===== src/rtl/bitfusion_pkg.sv =====
// Shared types, constants and helpers for the bitfusion job controller.
package bitfusion_pkg;

  localparam int unsigned LEN_W_DEF = 8;
  localparam int unsigned ACC_W_DEF = 32;
  localparam int unsigned PSUM_W    = 16;

  typedef enum logic [1:0] {
    ST_IDLE  = 2'd0,
    ST_RUN   = 2'd1,
    ST_DRAIN = 2'd2,
    ST_DONE  = 2'd3
  } state_t;

  // Operand widths the fusion unit supports: 1, 2, 4 or 8 bits.
  function automatic logic width_legal(input logic [3:0] w);
    return (w == 4'd1) || (w == 4'd2) || (w == 4'd4) || (w == 4'd8);
  endfunction

endpackage


===== src/rtl/bitfusion_acc.sv =====
// Wide accumulator for fusion-unit partial sums, gated by the stage-valid flag.
module bitfusion_acc
  import bitfusion_pkg::*;
#(
  parameter int unsigned ACC_W = ACC_W_DEF
) (
  input  logic              clk,
  input  logic              rst,
  input  logic              clr,
  input  logic              stage_vld,
  input  logic              sext,
  input  logic [PSUM_W-1:0] psum,
  output logic [ACC_W-1:0]  acc
);

  logic [ACC_W-1:0] acc_q;
  logic [ACC_W-1:0] acc_d;
  logic [ACC_W-1:0] psum_ext;

  // Extend the partial sum and compute the next accumulator value; clear wins.
  always_comb begin
    psum_ext = sext ? {{(ACC_W-PSUM_W){psum[PSUM_W-1]}}, psum}
                    : {{(ACC_W-PSUM_W){1'b0}}, psum};
    acc_d = acc_q;
    if (clr) begin
      acc_d = '0;
    end else if (stage_vld) begin
      acc_d = acc_q + psum_ext;
    end
  end

  // Accumulator register.
  always_ff @(posedge clk or posedge rst) begin
    if (rst) begin
      acc_q <= '0;
    end else begin
      acc_q <= acc_d;
    end
  end

  assign acc = acc_q;

endmodule


===== src/rtl/bitfusion_job_ctrl.sv =====
// Job sequencer: FSM, pair counter and registered operand stage for one fusion unit.
module bitfusion_job_ctrl
  import bitfusion_pkg::*;
#(
  parameter int unsigned LEN_W = LEN_W_DEF,
  parameter int unsigned ACC_W = ACC_W_DEF
) (
  input  logic              clk,
  input  logic              rst,
  input  logic              start,
  input  logic [LEN_W-1:0]  len,
  input  logic [3:0]        in_width,
  input  logic [3:0]        weight_width,
  input  logic              s_in,
  input  logic              s_weight,
  output logic              busy,
  output logic              err,
  input  logic              op_valid,
  output logic              op_ready,
  input  logic [7:0]        op_in,
  input  logic [7:0]        op_weight,
  output logic [7:0]        fu_in,
  output logic [7:0]        fu_weight,
  output logic [3:0]        fu_in_width,
  output logic [3:0]        fu_weight_width,
  output logic              fu_s_in,
  output logic              fu_s_weight,
  input  logic [PSUM_W-1:0] fu_psum,
  output logic              res_valid,
  input  logic              res_ready,
  output logic [ACC_W-1:0]  res_acc
);

  state_t           state_q, state_d;
  logic [LEN_W-1:0] count_q, count_d;
  logic [LEN_W-1:0] len_q, len_d;
  logic [7:0]       fu_in_q, fu_in_d;
  logic [7:0]       fu_weight_q, fu_weight_d;
  logic [3:0]       iw_q, iw_d;
  logic [3:0]       ww_q, ww_d;
  logic             si_q, si_d;
  logic             sw_q, sw_d;
  logic             stage_vld_q, stage_vld_d;
  logic             err_q, err_d;
  logic             acc_clr;
  logic             hs;
  logic [LEN_W-1:0] count_inc;

  assign hs        = (state_q == ST_RUN) && op_valid;
  assign count_inc = count_q + LEN_W'(1);

  // Next-state logic for the job FSM, counter, operand stage and config latch.
  always_comb begin
    state_d     = state_q;
    count_d     = count_q;
    len_d       = len_q;
    fu_in_d     = fu_in_q;
    fu_weight_d = fu_weight_q;
    iw_d        = iw_q;
    ww_d        = ww_q;
    si_d        = si_q;
    sw_d        = sw_q;
    stage_vld_d = hs;
    err_d       = 1'b0;
    acc_clr     = 1'b0;
    case (state_q)
      ST_IDLE: begin
        if (start) begin
          if (!(width_legal(in_width) && width_legal(weight_width))) begin
            err_d = 1'b1;
          end else if (len == '0) begin
            acc_clr = 1'b1;
            count_d = '0;
            state_d = ST_DONE;
          end else begin
            acc_clr = 1'b1;
            count_d = '0;
            len_d   = len;
            iw_d    = in_width;
            ww_d    = weight_width;
            si_d    = s_in;
            sw_d    = s_weight;
            state_d = ST_RUN;
          end
        end
      end
      ST_RUN: begin
        if (hs) begin
          fu_in_d     = op_in;
          fu_weight_d = op_weight;
          count_d     = count_inc;
          if (count_inc == len_q) begin
            state_d = ST_DRAIN;
          end
        end
      end
      ST_DRAIN: begin
        state_d = ST_DONE;
      end
      ST_DONE: begin
        if (res_ready) begin
          state_d = ST_IDLE;
        end
      end
      default: begin
        state_d = ST_IDLE;
      end
    endcase
  end

  // Control and operand-stage registers.
  always_ff @(posedge clk or posedge rst) begin
    if (rst) begin
      state_q     <= ST_IDLE;
      count_q     <= '0;
      len_q       <= '0;
      fu_in_q     <= '0;
      fu_weight_q <= '0;
      iw_q        <= '0;
      ww_q        <= '0;
      si_q        <= 1'b0;
      sw_q        <= 1'b0;
      stage_vld_q <= 1'b0;
      err_q       <= 1'b0;
    end else begin
      state_q     <= state_d;
      count_q     <= count_d;
      len_q       <= len_d;
      fu_in_q     <= fu_in_d;
      fu_weight_q <= fu_weight_d;
      iw_q        <= iw_d;
      ww_q        <= ww_d;
      si_q        <= si_d;
      sw_q        <= sw_d;
      stage_vld_q <= stage_vld_d;
      err_q       <= err_d;
    end
  end

  bitfusion_acc #(
    .ACC_W(ACC_W)
  ) u_acc (
    .clk       (clk),
    .rst       (rst),
    .clr       (acc_clr),
    .stage_vld (stage_vld_q),
    .sext      (si_q | sw_q),
    .psum      (fu_psum),
    .acc       (res_acc)
  );

  assign busy            = (state_q != ST_IDLE);
  assign op_ready        = (state_q == ST_RUN);
  assign res_valid       = (state_q == ST_DONE);
  assign err             = err_q;
  assign fu_in           = fu_in_q;
  assign fu_weight       = fu_weight_q;
  assign fu_in_width     = iw_q;
  assign fu_weight_width = ww_q;
  assign fu_s_in         = si_q;
  assign fu_s_weight     = sw_q;

endmodule


===== config.mk =====
export PLATFORM = sky130hd
export DESIGN_NAME = bitfusion_job_ctrl
export DESIGN_NICKNAME = d
export VERILOG_FILES = /design/src/rtl/bitfusion_pkg.sv /design/src/rtl/bitfusion_acc.sv /design/src/rtl/bitfusion_job_ctrl.sv
export SDC_FILE = /design/constraint.sdc
export NUM_CORES = 1
export LEC_CHECK = 0
export ABC_CLOCK_PERIOD_IN_PS = 4000
export CAP_MARGIN = 40
export CORE_ASPECT_RATIO = 1.5
export CORE_MARGIN = 5
export CORE_UTILIZATION = 53
export CTS_BUF_LIST = sky130_fd_sc_hd__clkbuf_4
export CTS_CLUSTER_DIAMETER = 80
export DETAILED_ROUTE_END_ITERATION = 12
export PLACE_DENSITY = 0.83
export SKIP_LAST_GASP = 1
export SYNTH_ARGS = -nofsm -noshare
export SYNTH_HDL_FRONTEND = slang
export SYNTH_HIERARCHICAL = 1
export SYNTH_SLANG_ARGS = --single-unit

===== constraint.sdc =====
create_clock -name clk -period 4 [get_ports clk]
set_clock_uncertainty 0.15 [all_clocks]
set_input_delay 0.6 -clock clk [delete_from_list [all_inputs] [get_ports clk]]
set_output_delay 0.6 -clock clk [all_outputs]
set_load 0.01 [all_outputs]

======== Word level (Yosys, flattened, before mapping) ========
Cells that the tools add are included.
Widths: inputs -> output; s select.
storage, ports and cells
  register bits ........................... 78
  input bits .............................. 55
  output and inout port bits .............. 62
  logic and storage cells ................. 70
operators by class
  add/subtract/negate cells ............... 2
  equal/unequal tests ..................... 17
  multiplexer cells ....................... 20
  bitwise logic cells ..................... 2
  reductions and logical operators ........ 17
operators with widths
  kind                 count
  $mux 32              3
  $add 32x32->32       1
  $mux 8               3
  $pmux 8 s2           1
  $mux 2               6
  $add 8x1->8 const B  1
  $eq 4x1->1 const B   2
  $eq 4x2->1 const B   2
  $eq 4x3->1 const B   2
  $eq 4x4->1 const B   2
  $eq 8x8->1           1
  $logic_not 8->1      1
  $pmux 2 s4           1
  $reduce_and 4->1     2
  $logic_or 1x1->1     6
  $mux 1               6
  $ne 2x1->1 const B   3
  $reduce_bool 2->1    3
  $reduce_and 5->1     1
  $eq 2x2->1 const B   2
  $ne 2x2->1 const B   2
  $eq 2x1->1 const B   1
  $logic_and 1x1->1    2
  $logic_not 2->1      1
  3 further kinds      3

======== Depth between registers and ports, before layout ========
Gate-level depths: netlist of run 1.
  depth in word-level cells ............... 9
  depth in mapped cells ................... 13
  depth with buffers taken out ............ 11

======== Hierarchy ========
Netlist of run 1, hierarchy kept.
by module, submodules not included
  module              instances  cells an instance  area an instance (sq um)  seq. area each (sq um)
  bitfusion_acc       1          387                3060.4                    800.8
  bitfusion_job_ctrl  1          181                2237.1                    1151.1

======== Worst setup path before layout of run 1 ========
Ideal clock, no wire load.
  path type ............................... register to register
  start ................................... reg sw_q, in the netlist fu_s_weight
  end ..................................... reg u_acc.acc_q[31], in the netlist u_acc/acc[31]
  library setup time ...................... 0.125 ns
  data arrival time ....................... 2.800 ns
  required time ........................... 3.725 ns
  slack ................................... 0.925 ns
  stages on the path, launching flop included .. 14
  path buffers ............................ 2
  clock period less this slack ............ 3.075 ns
  cell sequence ........................... dfrtp_1 -> or2_2 -> nand2_1 -> buf_2 -> clkinv_1 -> clkbuf_1 -> ha_1 -> nand3_1 -> a21oi_1 -> o21ai_0 -> o211ai_1 -> a21oi_1 -> mux2i_1 -> mux2_2
on the way
  word-level cells in the longest chain between the ends .. 5
RTL lines
  item                    RTL line                   RTL
  start, declared         bitfusion_job_ctrl.sv:42   logic sw_q, sw_d;
  start signal, assigned  bitfusion_job_ctrl.sv:134  sw_q <= sw_d;
  $or 1x1->1              bitfusion_job_ctrl.sv:147  .sext (si_q | sw_q),
  $mux 32                 bitfusion_acc.sv:22        psum_ext = sext ? {{(ACC_W-PSUM_W){psum[PSUM_W-1]}}, psum}
  $add 32x32->32          bitfusion_acc.sv:28        acc_d = acc_q + psum_ext;
  $mux 32                 bitfusion_acc.sv:27        end else if (stage_vld) begin
  $mux 32                 bitfusion_acc.sv:25        if (clr) begin
  end signal, assigned    bitfusion_acc.sv:35        acc_q <= '0;
  end signal, assigned    bitfusion_acc.sv:37        acc_q <= acc_d;
  end, declared           bitfusion_acc.sv:16        logic [ACC_W-1:0] acc_q;
No other way between the ends. The select of a mux whose other input is x is not followed.
A chain may end at the register's enable or synchronous reset.

======== Worst setup path after layout of run 1 ========
  start ................................... in fu_psum[0]
  end ..................................... reg u_acc.acc_q[26], in the netlist u_acc/acc[26]
on the way
  word-level cells in the longest chain between the ends .. 4
RTL lines
  item             RTL line                  RTL
  start, declared  bitfusion_job_ctrl.sv:28  input logic [PSUM_W-1:0] fu_psum,
  $mux 32          bitfusion_acc.sv:22
  $add 32x32->32   bitfusion_acc.sv:28
  $mux 32          bitfusion_acc.sv:27
  $mux 32          bitfusion_acc.sv:25
No other way between the ends. The select of a mux whose other input is x is not followed.

==> results of run 1 <==
-- stage by stage --
step	hold slack [ns]	power, mW	cell area (sq um)
final	0.3294	4.999	6655
after global routing	0.3599	5.345	6655
after CTS	0.3006	5.001	6653
after detailed placement	0.3299	4.462	6505
after global placement	0.3255	4.370	6505
after floorplan	0.3219	3.318	5298
-- report_power, final --
group	internal, mW	total, mW	switching (mW)	leakage, nW
logic	1.45	2.95	1.50	1.75
registers	1.13	1.53	0.394	0.985
clock network	0.200	0.518	0.318	0.0792
-- worst max-delay path: cells and delay by family --
family,cells,cell delay [ns]
compound gates,5,1.23
simple gates,1,0.22
buf+inv,2,0.51
fa+ha+maj,2,0.55
mux,1,0.35
-- final cells by class --
cell class | instances | area (sq um)
Multi-Input combinational cell | 435 | 3124
Timing Repair Buffer | 122 | 1206
Tap cell | 115 | 143.9
Antenna cell | 1 | 2.502
Fill cell | 742 | 3089
Inverter | 21 | 78.83
Clock buffer | 9 | 67.56
Sequential cell | 78 | 1952
Clock inverter | 7 | 80.08
-- sequential cells by signal (all words and copies together) (netlist names) --
register	flops
u_acc/acc	32
count_q	8
fu_in	8
fu_weight	8
len_q	8
fu_in_width	4
fu_weight_width	4
state_q	2
err	1
fu_s_in	1
fu_s_weight	1
stage_vld_q	1
-- final timing paths --
path / from / to / slack, ns / cells past startpoint
max: fu_psum[0] / u_acc/acc[26]$_DFFE_PP0P_ / 0.75 / 11
min: rst / fu_in[5]$_DFFE_PP0P_ / 0.33 / 2
max reg2reg: u_acc/acc[0]$_DFFE_PP0P_ / u_acc/acc[26]$_DFFE_PP0P_ / 0.96 / 10
min reg2reg: fu_weight[7]$_DFFE_PP0P_ / fu_weight[7]$_DFFE_PP0P_ / 0.36 / 1
max in group asynchronous: rst / fu_s_in$_DFFE_PP0P_ / 2.62 / 3
min in group clk: fu_weight[7]$_DFFE_PP0P_ / fu_weight[7]$_DFFE_PP0P_ / 0.36 / 1
-- kinds of logic (layout without fill, tap and decap cells) --
family                     count (synthesis)  after routing  synth area share, %
other                                      0              1                    0
xor gates and xnor gates                  28             28                4.629
adders and majority gates                 24             24                5.810
DFF                                       78             78                36.84
AOI/OAI and AO/OA                        125            125                16.67
buffers and inverters                     55            159                4.180
muxes                                     61             61                13.06
and+or+nand+nor                          197            197                18.80
-- cells in the final DEF (no fill, tap or decap), types with 9 or more instances in the layout --
master,synthesis,routed
clkdlybuf4s50_1,0,116
dfrtp_1,78,78
nor2_1,54,54
nand2_1,42,42
a21oi_1,32,32
nand3_1,23,23
mux2i_1,23,23
ha_1,23,23
inv_1,19,18
xnor2_1,18,18
mux2_1,17,17
nor3_1,16,16
o21ai_0,14,14
a31oi_1,13,13
mux2_2,12,12
nor4_1,11,11
xor2_1,10,10
mux2_4,9,9
clkbuf_4,0,9
-- layer usage --
| metal | GRT usage (%) | vias up |
|---|---|---|
| met4 | 11.07 | 0 |
| met1 | 24.74 | 2343 |
| met5 | 0 | - |
| met2 | 46.93 | 167 |
| li1 | - | 2278 |
| met3 | 6.080 | 42 |
==> summary.txt, run 1 <==
Outcome
  – Status: completed

Worst setup path
  – Worst Path Max Fanout: 5
  – Setup crit end kind: register
  – Worst EP arrival: 3.44 ns
  – Cell breakdown of the critical path: clkdlybuf4s50_1 -> ha_1 -> inv_1 -> fa_1 -> nor2b_2 -> o31ai_4 -> a211o_1 -> a211oi_2 -> o2111ai_2 -> a221oi_2 -> mux2_1
  – Startpoint types: input port
  – Crit-path slowest cell: clkdlybuf4s50_1
  – Crit path kind: input port to register
  – Worst EP required: between 4 and 5 ns
  – Crit path largest cell delay: roughly 0.46 ns

Timing
  – TNS Setup: 0 ns
  – Fin crit share: roughly four fifths
  – Fin. Hold Viols: 0
  – Rel. slew slack: 49.02%
  – Final WS setup: around 0.75 ns
  – Finish-stage setup viols: 0
  – Crit path time final: 3.247 ns
  – Final Max Slew Viols: 0
  – Max Fclk: approximately 310 MHz
  – RSZ-0062 raised after global routing: false
  – Worst-margin pin slew: around 0.76 ns

Synth
  – Yosys top cell by area: dfrtp_1
  – Main synth FF type: dfrtp_1
  – Sequential fraction of the synthesis area: a little under two fifths
  – Synth Register Bits: between 70 and 80
  – Post-synth EDFFs: 0
  – Fraction of registers with async set/reset: 100.0%
  – Top cells by area, synth: dfrtp_1 (37%), ha_1 (5.4%), mux2i_1 (4.3%)
  – Mapped Area: 5298 sq um
  – Synth top area share: between 30 and 40%
  – Synth top cells by count: dfrtp_1 (78), nor2_1 (54), nand2_1 (42), a21oi_1 (32)
  – Synth unique cells: 70
  – Mapped Avg Cell Area: 9.327 sq um
  – Synth warn: 6
  – Most common cell in the synthesized netlist: dfrtp_1
  – Cells after Synth: roughly 570
  – Mapped Nets: 647

Clock tree
  – Clock Sinks: 78
  – CTS Buffer Depth: 2
  – Post-CTS Setup Bufs: 0
  – Worst-Skew Late Latency: approximately 0.45 ns
  – TritonCTS buffer count: 9
  – CTS HTree Levels: 3
  – CTS tree: built
  – CTS clk-pin slew, worst paths: between 0.1 and 0.15 ns
  – Clk root buf: clkbuf_4
  – Resize count post-CTS: 0
  – Hold buffers post-CTS: 0

Layout
  – Fraction of layout cells with a size suffix above 1: roughly 9.7%
  – Core Util, Final: around 68%
  – Non-filler cells, final: slightly below 800
  – Area Growth Syn to Fin: 25.63%
  – Layout Nets: between 700 and 800

Global routing
  – Vias in the first global route: around 5,000
  – Largest net degree at the start of global routing: 33
  – Global-route wire length before repair: 24,180 microns
  – Initial antenna violation count: 1
  – Total GRT Usage: 24.68%
  – Remaining Overflow, GRT: 0

Placed design
  – Pre-CTS setup slack: 0.2947 ns
  – Dpl hpwl: around 11,000 microns
  – Cell total after placement: 771
  – GP Congestion: 0.9311
  – Port buffer count: 116

Routing
  – Initial DRC count: between 200 and 300
  – WL met3: 868 microns
  – Avg WL per Cell: between 15 and 20 microns
  – DR vias/cell: between 6 and 7
  – Detailed Route WL: 14,850 microns
  – Met2 wire len: 8056 microns
  – Via count: 4,830
  – Pre-antenna DRT Iters: 5
  – # DRC: 0
  – Uppermost layer routed: met4
  – Detail Route Antenna Nets: 0
  – Met1 wire length: 5398 microns

Floorplanning
  – # IOs: around 120
  – Starting density of the core: around 54%
  – Core Footprint: between 9000 and 10,000 sq um
  – FP Rows: 44
  – Die X-Extent: 91.63 microns
  – Die Area: 12,140 sq um
  – Die height: approximately 130 microns

Power and ir drop
  – Max IR drop VDD: between 0.0003 and 0.0004 V
  – Power per cell area: 751.1 nW/um^2
  – Leak Pwr: roughly 2.8 nW

Hold path
  – Min-Delay Path Class: input port to asynchronous set/reset pin

Run
  – Maximum Capacitance Violations: 0
Note: power is estimated with default switching activity, not from simulation.
==> inputs of run 2 (changes only) <==
- ABC_CLOCK_PERIOD_IN_PS: 4000 -> 3200
- clock period: 4 -> 3.2 ns (I/O delays scaled with it)
==> summary.txt, run 2 (synthesis gave the netlist of run 1 again) <==
Global routing
  – Largest net degree at the start of global routing: 43 (+30%)
  – Global-route wire length before repair: 25,230 microns (+4.3%)
  – Vias in the first global route: 5,349 (+7.8%)
  – Initial antenna violation count: 1 (unchanged)
  – Total GRT Usage: 25.74% (+1.1 points)
  – Remaining Overflow, GRT: 0 (unchanged)

Worst setup path
  – Worst EP arrival: 3.24 ns (-0.20 ns)
  – Worst Path Max Fanout: 3 (-2)
  – R2R Path End: u_acc/acc[26]$_DFFE_PP0P_
  – Startpoint types: input port
  – Worst reg2reg setup slack: 0.27 ns (-0.69 ns)
  – Crit. Startpoint: fu_psum[0]
  – CP top delay family: compound AO/OA/AOI/OAI gates
  – CP Capture Point: u_acc/acc[26]$_DFFE_PP0P_
  – CP Depth: 11 (unchanged)
  – Crit-path slowest cell: clkdlybuf4s50_1
  – R2r startpoint: u_acc/acc[0]$_DFFE_PP0P_
  – Setup crit end kind: register
  – Crit path kind: input port to register
  – Crit path largest cell delay: 0.47 ns (about the same)
  – Worst EP required: 3.40 ns (-0.80 ns)
  – Worst path bufs/invs: 2 (unchanged)
  – Cell breakdown of the critical path: clkdlybuf4s50_1 -> ha_1 -> inv_1 -> fa_1 -> nor2b_2 -> o31ai_4 -> a211o_1 -> a211oi_2 -> o2111ai_2 -> a221oi_2 -> mux2_1
  – Worst reg-to-reg path cell count: 10 (unchanged)

Run
  – Maximum Capacitance Violations: 0 (unchanged)

Timing
  – Final WS setup: 0.1648 ns (-0.5885 ns)
  – Max Fclk: roughly 330 MHz
  – Fin crit share: 94.85%
  – Worst-margin pin slew: 0.6208 ns (-0.1421 ns)
  – RSZ-0062 raised after global routing: false
  – Rel. slew slack: 58.18% (+9.2 points)
  – Fin. Hold Viols: 0 (unchanged)
  – Crit path time final: slightly above 3 ns
  – Final Max Slew Viols: 0 (unchanged)
  – Finish-stage setup viols: 0 (unchanged)

Clock tree
  – Clock Sinks: 78 (unchanged)
  – Clk root buf: clkbuf_4
  – Hold buffers post-CTS: 0 (unchanged)
  – CTS HTree Levels: 3 (unchanged)
  – CTS Buffer Depth: 2 (unchanged)
  – CTS tree: built
  – CTS clk-pin slew, worst paths: 0.15 ns (about the same)
  – TritonCTS buffer count: 9 (unchanged)
  – Post-CTS Setup Bufs: 0 (unchanged)
  – Resize count post-CTS: 0 (unchanged)
  – Worst-Skew Late Latency: 0.46 ns (about the same)

Routing
  – Via count: 5,056 (+4.7%)
  – Detail Route Antenna Nets: 0 (unchanged)
  – DR vias/cell: 6.026 (-1.7%)
  – # DRC: 0 (unchanged)
  – Detailed Route WL: 15,450 microns (+4.0%)
  – Initial DRC count: 386 (+41%)
  – Pre-antenna DRT Iters: 5 (unchanged)
  – Avg WL per Cell: 18.41 microns (-2.3%)

Outcome
  – Status: completed

Floorplanning
  – Die Area: 12,140 sq um (unchanged)
  – # IOs: 117 (unchanged)
  – Starting density of the core: 54.37% (unchanged)
  – Core Footprint: 9744 sq um (unchanged)
  – Die X-Extent: 91.63 microns (unchanged)
  – FP Rows: 44 (unchanged)
  – Die height: 132.4 microns (unchanged)

Placed design
  – GP Congestion: 1.007 (+8.2%)
  – Port buffer count: 116 (unchanged)
  – Dpl hpwl: 12,050 microns (+7.2%)
  – Pre-CTS setup slack: -0.3235 ns (-0.6182 ns)

Power and ir drop
  – Total power: 6.552 mW (+31%)
  – Leak Pwr: 3.051 nW (+8.5%)
  – Max IR drop VDD: 0.0005616 V (+50%)
  – Power per cell area: 928.6 nW/um^2 (+24%)

Layout
  – Number of fill cells: 742 (unchanged)
  – Fraction of layout cells with a size suffix above 1: 16.04% (+6.4 points)
  – Max reg flops: 32 (unchanged)
  – Commonest non-fill, non-tap cell in the layout: clkdlybuf4s50_1
  – Area Growth Syn to Fin: 33.18%
  – Layout Nets: 797 (+6.8%)
  – Most frequent cells in the layout: clkdlybuf4s50_1 (116), dfrtp_1 (78), buf_4 (55)

Hold path
  – Min-Delay Path Class: input port to asynchronous set/reset pin
## run 2: power by group
group | total [mW] | switching [mW] | internal [mW]
registers | 1.92 | 0.500 | 1.42
clock network | 0.588 | 0.415 | 0.173
logic | 4.05 | 1.93 | 2.12
## run 2: worst min path at each step
stage | to | from | slack, ns
after floorplan | count_q[7]$_DFFE_PP0P_ | count_q[7]$_DFFE_PP0P_ | 0.32
after global placement | fu_weight[0]$_DFFE_PP0P_ | fu_weight[0]$_DFFE_PP0P_ | 0.32
after detailed placement | fu_in[4]$_DFFE_PP0P_ | fu_in[4]$_DFFE_PP0P_ | 0.33
after CTS | fu_weight[2]$_DFFE_PP0P_ | rst | 0.17
after global routing | fu_weight[2]$_DFFE_PP0P_ | rst | 0.18
final | fu_weight[2]$_DFFE_PP0P_ | rst | 0.18
## run 2: cell type report
| cell class | instances | area, sq um | share of cell area, % |
|---|---|---|---|
| inverters | 21 | 78.83 | 1.117 |
| clock buffers | 9 | 67.56 | 0.9576 |
| diodes | 1 | 2.502 | 0.03547 |
| multi-input cells | 435 | 3124 | 44.28 |
| well taps | 115 | 143.9 | 2.039 |
| clock inverters | 7 | 65.06 | 0.9221 |
| repair buffers | 173 | 1622 | 22.98 |
| flip-flops and latches | 78 | 1952 | 27.66 |
## run 2: per-stage QoR
step                instances  hold WS (ns)  setup TNS (ns)  instance area (sq um)  util (%)
floorplan                 568        0.3219               0                   5298         -
global placement          821        0.3249         -0.5287                   6893     70.74
detailed placement        822        0.3315          -1.414                   6920     71.02
CTS                       838        0.1679               0                   7053     72.38
global route              839        0.1798               0                   7056     72.41
finish                    839        0.1757               0                   7056     72.41
## run 2: per-layer routing
| metal | part of all wire, % | global-route usage (%) | vias up |
|---|---|---|---|
| met2 | 55 | 48.39 | 195 |
| li1 | - | - | 2382 |
| met1 | 35 | 25.28 | 2423 |
| met3 | 5.6 | 5.966 | 56 |
| met4 | 4.7 | 14.43 | 0 |
| met5 | 0 | 0 | - |
